--- src/rtl/pooling_pkg.sv ---
// Shared types and address helpers for the 2x2 max-pooling window reader.
package pooling_pkg;

  typedef enum logic [2:0] {
    IDLE  = 3'd0,
    READ  = 3'd1,
    DRAIN = 3'd2,
    OUT   = 3'd3,
    DONE  = 3'd4
  } state_t;

  // Top-left element address of window w in a row-major tile of side tile_dim.
  function automatic int unsigned win_base(input int unsigned w, input int unsigned tile_dim);
    int unsigned half;
    half = tile_dim / 32'd2;
    return 32'd2 * (w / half) * tile_dim + 32'd2 * (w % half);
  endfunction

  // Offset of beat 0..3 inside a window: b, b+1, b+T, b+T+1.
  function automatic int unsigned beat_offset(input int unsigned beat, input int unsigned tile_dim);
    return (beat / 32'd2) * tile_dim + (beat % 32'd2);
  endfunction

endpackage

--- src/rtl/pool_max2.sv ---
// Combinational two's-complement maximum of two elements.
module pool_max2 #(
  parameter int DATA_WIDTH = 16
) (
  input  logic [DATA_WIDTH-1:0] a_i,
  input  logic [DATA_WIDTH-1:0] b_i,
  output logic [DATA_WIDTH-1:0] max_o
);

  assign max_o = ($signed(b_i) > $signed(a_i)) ? b_i : a_i;

endmodule

--- src/rtl/pool_window_reader.sv ---
// Walks a square tile in 2x2 windows, reads each window from a 1-cycle-latency
// register file and hands out the signed maximum over a valid/ready port.
module pool_window_reader
  import pooling_pkg::*;
#(
  parameter int DATA_WIDTH = 16,
  parameter int ADDR_WIDTH = 4,
  parameter int TILE_DIM   = 4
) (
  input  logic                  clk,
  input  logic                  rst,
  input  logic                  start,
  output logic                  busy,
  output logic                  done,
  output logic [ADDR_WIDTH-1:0] rd_addr,
  input  logic [DATA_WIDTH-1:0] rd_data,
  output logic                  res_valid,
  input  logic                  res_ready,
  output logic [DATA_WIDTH-1:0] res_data,
  output logic [ADDR_WIDTH-3:0] res_idx
);

  localparam int IDX_W   = ADDR_WIDTH - 2;
  localparam int NUM_WIN = (TILE_DIM / 2) * (TILE_DIM / 2);

  state_t                  state_q, state_d;
  logic [1:0]              beat_q, beat_d;
  logic [IDX_W-1:0]        win_q, win_d;
  logic [DATA_WIDTH-1:0]   acc_q, acc_d;
  logic [DATA_WIDTH-1:0]   max_s;
  logic                    last_win_s;

  pool_max2 #(.DATA_WIDTH(DATA_WIDTH)) u_max (
    .a_i   (acc_q),
    .b_i   (rd_data),
    .max_o (max_s)
  );

  assign last_win_s = (win_q == IDX_W'(NUM_WIN - 1));
  assign res_data   = acc_q;
  assign res_idx    = win_q;

  // State, beat, window and accumulator registers.
  always_ff @(posedge clk) begin
    if (rst) begin
      state_q <= IDLE;
      beat_q  <= 2'd0;
      win_q   <= '0;
      acc_q   <= '0;
    end else begin
      state_q <= state_d;
      beat_q  <= beat_d;
      win_q   <= win_d;
      acc_q   <= acc_d;
    end
  end

  // Next-state logic; rd_data lags the address by one cycle, so the
  // accumulator runs one beat behind the address sequence.
  always_comb begin
    state_d = state_q;
    beat_d  = beat_q;
    win_d   = win_q;
    acc_d   = acc_q;
    case (state_q)
      IDLE: begin
        if (start) begin
          state_d = READ;
          beat_d  = 2'd0;
        end else begin
          state_d = IDLE;
        end
      end
      READ: begin
        beat_d = beat_q + 2'd1;
        if (beat_q == 2'd1) begin
          acc_d = rd_data;
        end else if (beat_q != 2'd0) begin
          acc_d = max_s;
        end else begin
          acc_d = acc_q;
        end
        if (beat_q == 2'd3) begin
          state_d = DRAIN;
        end else begin
          state_d = READ;
        end
      end
      DRAIN: begin
        acc_d   = max_s;
        state_d = OUT;
      end
      OUT: begin
        if (res_ready) begin
          beat_d = 2'd0;
          if (last_win_s) begin
            state_d = DONE;
          end else begin
            state_d = READ;
            win_d   = win_q + IDX_W'(1);
          end
        end else begin
          state_d = OUT;
        end
      end
      DONE: begin
        win_d   = '0;
        state_d = IDLE;
      end
      default: begin
        state_d = IDLE;
      end
    endcase
  end

  // Output decode from the registered state.
  always_comb begin
    busy      = 1'b1;
    done      = 1'b0;
    res_valid = 1'b0;
    rd_addr   = '0;
    case (state_q)
      IDLE:  busy = 1'b0;
      READ:  rd_addr = ADDR_WIDTH'(win_base(32'(win_q), 32'(TILE_DIM))
                                  + beat_offset(32'(beat_q), 32'(TILE_DIM)));
      DRAIN: rd_addr = '0;
      OUT:   res_valid = 1'b1;
      DONE:  done = 1'b1;
      default: busy = 1'b0;
    endcase
  end

endmodule

--- config.mk ---
export PLATFORM = sky130hd
export DESIGN_NAME = pool_window_reader
export DESIGN_NICKNAME = d
export VERILOG_FILES = /design/src/rtl/pooling_pkg.sv /design/src/rtl/pool_max2.sv /design/src/rtl/pool_window_reader.sv
export SDC_FILE = /design/constraint.sdc
export NUM_CORES = 1
export LEC_CHECK = 0
export CORE_ASPECT_RATIO = 1.25
export CORE_UTILIZATION = 43
export CTS_BUF_LIST = sky130_fd_sc_hd__clkbuf_16
export CTS_CLUSTER_DIAMETER = 30
export DETAILED_ROUTE_END_ITERATION = 7
export GPL_TIMING_DRIVEN = 0
export PLACE_DENSITY = 0.81
export SYNTH_ARGS = -nofsm -noshare
export SYNTH_HDL_FRONTEND = slang
export SYNTH_SLANG_ARGS = --single-unit
--- constraint.sdc ---
create_clock -name clk -period 2.1 [get_ports clk]
set_input_delay 0.21 -clock clk [delete_from_list [all_inputs] [get_ports clk]]
set_output_delay 0.21 -clock clk [all_outputs]
set_load 0.01 [all_outputs]
# After elaboration in Yosys (flattened, before gate mapping)

Cells that the tools add are included.

$lt $le $gt $ge: 1
Equality and inequality tests: 11
$add $sub $neg: 5
Mux-type cells: 19
Reductions and logical operators: 9

Operators with widths:

| cell                  | count |
|---|---|
| $mux W16              | 3 |
| $pmux W16 S2          | 1 |
| $gt A16 B16 Y1        | 1 |
| $pmux W3 S4           | 1 |
| $mux W2               | 5 |
| $eq A3 B2 Y1 const B  | 2 |
| $mux W3               | 2 |
| $ne A2 B2 Y1 const B  | 3 |
| $pmux W2 S3           | 1 |
| $reduce_and A3 Y1     | 2 |
| $reduce_bool A2 Y1    | 3 |
| $add A2 B1 Y2 const B | 2 |
| $add A3 B1 Y4         | 1 |
| $add A4 B2 Y4         | 1 |
| $add A4 B4 Y4         | 1 |
| $eq A2 B2 Y1 const B  | 2 |
| $mux W1               | 4 |
| $mux W4               | 1 |
| $pmux W2 S2           | 1 |
| $reduce_or A4 Y1      | 1 |
| $eq A3 B1 Y1 const B  | 1 |
| $eq A3 B3 Y1 const B  | 1 |
| $logic_not A3 Y1      | 1 |
| $ne A3 B3 Y1 const B  | 1 |
| 3 further kinds       | 3 |

Output and inout bits: 25
Register bits: 23

# Depth between registers and ports, before layout

Gate-level depths: netlist of run 1.

Depth after elaboration: 5
Gate-level depth with buffers: 10
Depth with buffers taken out: 8

# Modules after synthesis

From an unflattened synthesis of run 1, not the netlist that was laid out.

Cell total of the unflattened synthesis: 227
Area total of the unflattened synthesis: 2021.9 sq um

Modules (own cells, without submodules):

| module             | times used | area an instance (sq um) | cells each |
|---|---|---|---|
| pool_window_reader | 1          | 1335.0                   | 149 |
| pool_max2          | 1          | 686.9                    | 78 |

# Worst setup path before layout of run 1

OpenSTA, ideal clock, no wires.

Path type: flip-flop to flip-flop
Start: reg acc_q[15] (netlist: res_data[15])
End: reg acc_q[0] (netlist: res_data[0])
Cell stages (with the launch flop): 11
Slack: -0.287 ns
Buffers on the path: 2
Library setup time: 0.118 ns
Period minus slack after synthesis: 2.387 ns
Arrival time: 2.269 ns
Cell sequence: dfxtp_1 -> inv_1 -> ha_1 -> nand4_2 -> nor4_1 -> a21boi_1 -> or4_1 -> o311a_1 -> buf_6 -> buf_12 -> mux2i_1

Word-level cells in the longest chain between the ends: 5

RTL lines:

| what                   | RTL line                 | text |
|---|---|---|
| from (decl)            | pool_window_reader.sv:29 | `logic [DATA_WIDTH-1:0] acc_q, acc_d;` |
| from (signal assigned) | pool_window_reader.sv:49 | `acc_q <= '0;` |
| from (signal assigned) | pool_window_reader.sv:54 | `acc_q <= acc_d;` |
| $gt A16 B16 Y1 (*)     | pool_max2.sv:10          | `assign max_o = ($signed(b_i) > $signed(a_i)) ? b_i : a_i;` |
| $mux W16 (*)           | pool_max2.sv:10          |  |
| $mux W16               | pool_window_reader.sv:78 | `end else if (beat_q != 2'd0) begin` |
| $mux W16               | pool_window_reader.sv:76 | `if (beat_q == 2'd1) begin` |
| $pmux W16 S2 (*)       | pool_window_reader.sv:65 | `case (state_q)` |

Every way passes the cells marked *; elsewhere a longest branch is shown, timed or not. The select of a mux whose other input is x is not followed.
A chain may end at the register's enable or synchronous reset.

# Final worst setup path of run 1

Start: reg acc_q[1] (netlist: res_data[1])
End: reg acc_q[8] (netlist: res_data[8])

The elaborated chain is that of the path after synthesis.

==> flow_metrics.py, run 1 <==
metrics = {
    "status": {
        "status": "finished, violations left",
        "violations": "negative setup slack",
    },
    "setup_path": {
        "cp-endpoint": "res_data[8]$_SDFFE_PP0P_",
        "path_delay_family": "simple AND/OR/NAND/NOR gates",
        "r2r_end": "res_data[8]$_SDFFE_PP0P_",
        "r2r_setup_slack_ns": -0.22,
        "critPathBufInv": 3,
        "endpoint_kind": "flop",
        "critical_path.cell_chain": "inv_2 -> ha_4 -> nor2b_4 -> o211ai_2 -> a21boi_2 -> or4_4 -> o311a_1 -> buf_6 -> buf_4 -> mux2i_1",
        "cp-start-kind": "flop",
        "criticalPathCategory": "flop to flop",
        "critPathRequiredTime_ns": 2.25,
        "critPathSlowestCell": "or4_4",
        "max_stage_delay_ns": 0.51,
        "cp.arrival_ns": 2.47,
        "crit_fanout": 5,
        "reg2reg_depth": 10,
        "startpoint": "res_data[1]$_SDFFE_PP0P_",
        "r2r_start": "res_data[1]$_SDFFE_PP0P_",
        "cp_num_cells": 10,
    },
    "sta": {
        "finalCritPeriodShare": 1.11,
        "maxSlewViolCount": 0,
        "fin_hold_ws_ns": 0.365,
        "totalNegativeSetupSlack_ns": -3.27,
        "max_freq_ghz": 0.431,
        "hold_viol": 0,
        "final.setup.worst_slack_ns": -0.221,
        "setup_viol": 16,
        "rsz0062_at_grt": "yes",
        "post-route-min-period_ns": 2.32,
        "slew_headroom": 0.716,
        "finClkSkew_ns": 0.00324,
        "worstMarginPinSlew_ns": 0.426,
    },
    "clock_network": {
        "numCtsBuffers": 3,
        "clk_path_buf_depth": 2,
        "cts_tree": "yes",
        "clk_latency_ns": 0.26,
        "hold_buffers": 0,
        "cts_max_level": 1,
        "cts_num_sinks": 23,
        "cts-root-buf": "clkbuf_16",
        "clkTransAtPathRegs_ns": 0.06,
    },
    "global_route": {
        "grt_use_met3": 0.0389,
        "track_usage": 0.211,
        "use_met2": 0.390,
        "grt_use_met1": 0.240,
        "grt_pass1_wl_mm": 6.69,
        "grt-ovfl-total": 0,
        "top_usage_layer": "met2",
        "antenna_found_initial": 0,
        "grt_pass1_vias": 1510,
        "grt_max_degree": 13,
    },
    "logic_synthesis": {
        "synth_edf_count": 0,
        "ys_seq_elements": 23,
        "synth_cells": 186,
        "avgSynthCellArea_um2": 8.57,
        "synth_top_flop_cell": "dfxtp_1",
        "synthesis.area_um2": 1590,
        "ys_types": 35,
        "yosys_warnings": 0,
        "syn-num-nets": 226,
        "seq_area_frac_synth": 0.289,
        "synthArstFlopShare": 0,
    },
    "min_path": {
        "worstHoldPathType": "input pin to flop",
        "hold_path_depth": 3,
    },
    "drt": {
        "dr.pass1.iters": 6,
        "vias": 1472,
        "first_iter_violations": 36,
        "wire_per_inst_um": 14.1,
        "finalWirelength_mm": 4.00,
        "via_per_inst": 5.18,
        "drc": 0,
        "drtAntennaViolNets": 0,
    },
    "finish": {
        "antenna_cells": 0,
        "layout-drive-gt1-share": 0.233,
        "final_common_cell": "nand2b_1",
        "finish.utilization": 0.694,
        "area_growth_pct": 53.1,
        "nets": 286,
        "layout_common_cells": "nand2b_1, clkdlybuf4s50_1, inv_1, mux2i_1, dfxtp_2",
    },
    "die": {
        "io_pins": 45,
        "die_area_um2": 3960,
        "start_util": 0.454,
        "core_um2": 3510,
        "die_y_um": 70.1,
        "fp-row-count": 24,
        "die_w_um": 56.5,
    },
    "power": {
        "clkPwrFrac": 0.374,
        "seq_power_share": 0.407,
        "vdd_ir_drop_max_mv": 0.419,
        "cellLeakagePower_nw": 0.910,
        "p_int_w": 0.000840,
        "power_density_nw_per_um2": 462,
        "power.net_switching_w": 0.000288,
        "netSwitchingFraction": 0.255,
        "power_frac_comb": 0.219,
    },
    "run": {
        "maxCapViolCount": 0,
    },
    "place": {
        "port-buffer-count": 43,
        "gp_congestion": 0.733,
        "dp_hpwl_mm": 2.62,
    },
}
-- cells by family (layout without fill, tap and decap cells) --
kind of cell               after synthesis  count (layout)  synth area share
DFF                                     23              23             0.289
and+or+nand+nor                         73              73             0.261
xor gates and xnor gates                 1               1           0.00550
buffers and inverters                   29              88            0.0832
AOI/OAI and AO/OA                       24              24             0.104
adders and majority gates               20              20             0.157
muxes                                   16              16             0.100
-- synthesized netlist by cell type, types with 2 or more instances --
cell,instances,share of area
nand4_1,2,0.0078
or3_1,2,0.0078
inv_1,22,0.052
a21o_1,2,0.0094
nand2_1,11,0.026
nor2_1,10,0.024
nor3_1,6,0.019
ha_1,20,0.16
a21oi_1,9,0.028
nand2b_1,33,0.13
and2_1,3,0.012
dfxtp_1,23,0.29
mux2i_1,16,0.10
clkbuf_1,5,0.012
o21a_1,2,0.0094
-- worst min-delay path: cells and delay by family --
family                 cells  cell delay [ns]
buffers and inverters      1             0.25
AND/OR/NAND/NOR            1             0.07
multiplexers               1             0.06
-- how the worst min path moves through the flow --
stage                                   start                        end  slack, ns
global placement    res_data[13]$_SDFFE_PP0P_  res_data[13]$_SDFFE_PP0P_       0.46
finish                             rd_data[6]   res_data[6]$_SDFFE_PP0P_       0.37
global route                      rd_data[14]  res_data[14]$_SDFFE_PP0P_       0.41
floorplan                           res_ready      state_q[2]$_SDFF_PP0_       0.35
detailed placement  res_data[14]$_SDFFE_PP0P_  res_data[14]$_SDFFE_PP0P_       0.48
CTS                                rd_data[5]   res_data[5]$_SDFFE_PP0P_       0.37
-- registers in the layout, indices dropped and copies added, names as in the netlist --
register,flops
beat_q,2
res_data,16
state_q,3
res_idx,2
-- power groups by stage --
| stage | sequential (W) | clock [W] | combinational, W |
|---|---|---|---|
| final | 0.000459 | 0.000422 | 0.000247 |
| after global routing | 0.000460 | 0.000434 | 0.000271 |
| after CTS | 0.000459 | 0.000421 | 0.000231 |
| after detailed placement | 0.000468 | 0 | 0.000202 |
| after global placement | 0.000468 | 0 | 0.000199 |
| after floorplan | 0.000470 | 0 | 0.000116 |
-- stage by stage --
stage / instance area, µm² / std cells / power [W] / worst slack, ns
3_5_place_dp: 2090 / 268 / 0.000671 / -0.613
3_3_place_gp: 2090 / 268 / 0.000667 / -0.587
4_1_cts: 2400 / 283 / 0.00111 / -0.215
6_report: 2440 / 284 / 0.00113 / -0.221
5_1_grt: 2440 / 284 / 0.00117 / -0.333
2_1_floorplan: 1620 / 186 / 0.000586 / -0.174
-- per-layer routing --
metal  routed length (µm)  up-vias
li1                     -      740
met1                 1720      690
met2                 2020       34
met3                  169        8
met4                   93        0
met5                    0        -
-- repair_timing --
item	4_1_cts	5_1_grt
cloned	1	0
resized for setup	36	6
pin swaps	7	2
buffers inserted	10	1
endpoints found under the setup margin	16	19
-- layout make-up --
class                      count  area, µm²
clock buffer                   3       75.1
tap                           39       48.8
buffer                         7       50.0
fill                         281       1070
multi-input combinational    134       1160
sequential                    23        477
timing repair buffer          55        538
clock inverter                 1       3.75
inverter                      22       82.6
No activity file was read; power rests on OpenSTA's default activity.
==> run 2, diff against run 1 <==
--- a/config.mk
+++ b/config.mk
@@ -6,12 +6,13 @@
 export NUM_CORES = 1
 export LEC_CHECK = 0
 export CORE_ASPECT_RATIO = 1.25
-export CORE_UTILIZATION = 43
+export CORE_UTILIZATION = 48
 export CTS_BUF_LIST = sky130_fd_sc_hd__clkbuf_16
 export CTS_CLUSTER_DIAMETER = 30
 export DETAILED_ROUTE_END_ITERATION = 7
 export GPL_TIMING_DRIVEN = 0
-export PLACE_DENSITY = 0.81
+export PLACE_DENSITY = 0.85
+export SKIP_CTS_REPAIR_TIMING = 1
 export SYNTH_ARGS = -nofsm -noshare
 export SYNTH_HDL_FRONTEND = slang
 export SYNTH_SLANG_ARGS = --single-unit
==> constraint.sdc (replaced) <==
create_clock -name clk -period 2.31 [get_ports clk]
set_input_delay 0.231 -clock clk [delete_from_list [all_inputs] [get_ports clk]]
set_output_delay 0.231 -clock clk [all_outputs]
set_load 0.01 [all_outputs]
==> flow_metrics.py, run 2 (synthesized netlist as in run 1, its figures left out) <==
metrics = {
    "setup_path": {
        "endpoint_kind": "flop",
        "r2r_start": "res_data[3]$_SDFFE_PP0P_",
        "startpoint": "rd_data[3]",
        "r2r_setup_slack_ns": -0.08,
        "path_delay_family": "compound AO/OA/AOI/OAI gates",
        "criticalPathCategory": "input pin to flop",
        "r2r_end": "res_data[2]$_SDFFE_PP0P_",
        "critPathSlowestCell": "clkdlybuf4s50_1",
        "max_stage_delay_ns": 0.43,
        "cp-endpoint": "res_data[2]$_SDFFE_PP0P_",
        "reg2reg_depth": 10,
        "cp_num_cells": 10,
        "cp-start-kind": "input pin",
        "critPathRequiredTime_ns": 2.49,
        "critical_path.cell_chain": "clkdlybuf4s50_1 -> ha_1 -> a21oi_2 -> a21boi_2 -> buf_4 -> o41ai_1 -> o311a_1 -> buf_6 -> clkbuf_16 -> mux2i_1",
        "crit_fanout": 5,
        "cp.arrival_ns": 2.59,
        "critPathBufInv": 4,
    },
    "sta": {
        "post-route-min-period_ns": 2.41,
        "maxSlewViolCount": 0,
        "final.setup.worst_slack_ns": -0.0951,
        "hold_viol": 0,
        "setup_viol": 16,
        "totalNegativeSetupSlack_ns": -0.908,
        "finalCritPeriodShare": 1.04,
        "finClkSkew_ns": 0.00222,
        "fin_hold_ws_ns": 0.288,
        "rsz0062_at_grt": "yes",
        "max_freq_ghz": 0.416,
        "worstMarginPinSlew_ns": 0.429,
        "slew_headroom": 0.714,
    },
    "drt": {
        "finalWirelength_mm": 4.24,
        "first_iter_violations": 35,
        "wire_per_inst_um": 15.2,
        "vias": 1513,
        "drc": 0,
        "drtAntennaViolNets": 0,
        "dr.pass1.iters": 4,
        "via_per_inst": 5.44,
    },
    "global_route": {
        "grt_pass1_vias": 1302,
        "grt-ovfl-total": 0,
        "use_met2": 0.391,
        "grt_use_met3": 0.0368,
        "antenna_found_initial": 0,
        "top_usage_layer": "met2",
        "grt_use_met1": 0.231,
        "track_usage": 0.211,
        "grt_pass1_wl_mm": 5.55,
        "grt_max_degree": 13,
    },
    "finish": {
        "final_common_cell": "nand2b_1",
        "area_growth_pct": 53.5,
        "antenna_cells": 0,
        "nFillCells": 222,
        "layout_common_cells": "nand2b_1, clkdlybuf4s50_1, inv_1, mux2i_1",
        "nets": 282,
        "largest_reg_flops": 16,
        "layout-drive-gt1-share": 0.199,
    },
    "power": {
        "clkPwrFrac": 0.370,
        "power_frac_comb": 0.223,
        "power.net_switching_w": 0.000261,
        "p_int_w": 0.000766,
        "seq_power_share": 0.407,
        "power_density_nw_per_um2": 420,
        "cellLeakagePower_nw": 0.977,
        "vdd_ir_drop_max_mv": 0.359,
        "netSwitchingFraction": 0.254,
    },
    "die": {
        "start_util": 0.499,
        "core_um2": 3190,
        "fp-row-count": 23,
        "die_w_um": 53.5,
        "io_pins": 45,
        "die_y_um": 66.4,
        "die_area_um2": 3560,
    },
    "status": {
        "violations": "negative setup slack",
        "status": "finished, violations left",
    },
    "clock_network": {
        "cts_num_sinks": 23,
        "cts_tree": "yes",
        "cts_max_level": 1,
        "cts-root-buf": "clkbuf_16",
        "clkTransAtPathRegs_ns": 0.06,
        "numCtsBuffers": 3,
        "clk_latency_ns": 0.26,
        "clk_path_buf_depth": 2,
    },
    "place": {
        "gp_congestion": 0.747,
        "dp_hpwl_mm": 2.66,
        "port-buffer-count": 43,
        "dpl_worst_slack_ns": -0.430,
    },
    "min_path": {
        "hold_start": "rd_data[6]",
        "worstHoldPathType": "input pin to flop",
    },
    "run": {
        "maxCapViolCount": 0,
    },
}
==> run 2: final cells by class <==
| type | instances | area (µm²) | share of cell area |
|---|---|---|---|
| buffer | 7 | 50.0 | 0.0204 |
| clock buffer | 3 | 75.1 | 0.0307 |
| clock inverter | 1 | 3.75 | 0.00153 |
| inverter | 22 | 82.6 | 0.0337 |
| multi-input combinational | 134 | 1160 | 0.475 |
| sequential | 23 | 475 | 0.194 |
| tap | 37 | 46.3 | 0.0189 |
| timing repair buffer | 51 | 551 | 0.225 |
==> run 2: worst min-delay path by stage <==
stage / slack, ns / depth (start not counted) / end
floorplan: 0.37 / 2 / state_q[2]$_SDFF_PP0_
global placement: 0.46 / 2 / res_data[13]$_SDFFE_PP0P_
detailed placement: 0.48 / 2 / res_data[1]$_SDFFE_PP0P_
CTS: 0.48 / 2 / res_data[1]$_SDFFE_PP0P_
global route: 0.32 / 3 / res_data[6]$_SDFFE_PP0P_
finish: 0.29 / 3 / res_data[6]$_SDFFE_PP0P_
==> run 2: metrics by stage <==
| stage | util | total power, W | std cells | area, µm² |
|---|---|---|---|---|
| global route | 0.766 | 0.00107 | 278 | 2450 |
| global placement | 0.655 | 0.000605 | 266 | 2090 |
| finish | 0.766 | 0.00103 | 278 | 2450 |
| floorplan | - | 0.000533 | 186 | 1620 |
| CTS | 0.680 | 0.000987 | 270 | 2170 |
| detailed placement | 0.655 | 0.000610 | 266 | 2090 |
==> run 2: power by group through the flow <==
stage,Sequential (W),Clock (W),Combinational [W]
2_1_floorplan,0.000427,0,0.000106
3_3_place_gp,0.000425,0,0.000180
3_5_place_dp,0.000426,0,0.000184
4_1_cts,0.000417,0.000382,0.000187
5_1_grt,0.000419,0.000403,0.000251
6_report,0.000418,0.000380,0.000229
==> run 2: layer usage <==
| layer | share of wire | wire length, µm |
|---|---|---|
| met1 | 0.41 | 1720 |
| met4 | 0.015 | 63 |
| met5 | 0 | 0 |
| met2 | 0.53 | 2240 |
| met3 | 0.048 | 205 |
==> run 2: worst register-to-register path, cell delays in order, from the launching register on <==
cell and delay, ns:
dfxtp_1 0.37, inv_1 0.07, ha_1 0.35, a21oi_2 0.18, a21boi_2 0.08, buf_4 0.13, o41ai_1 0.42, o311a_1 0.25
buf_6 0.13, clkbuf_16 0.15, mux2i_1 0.19
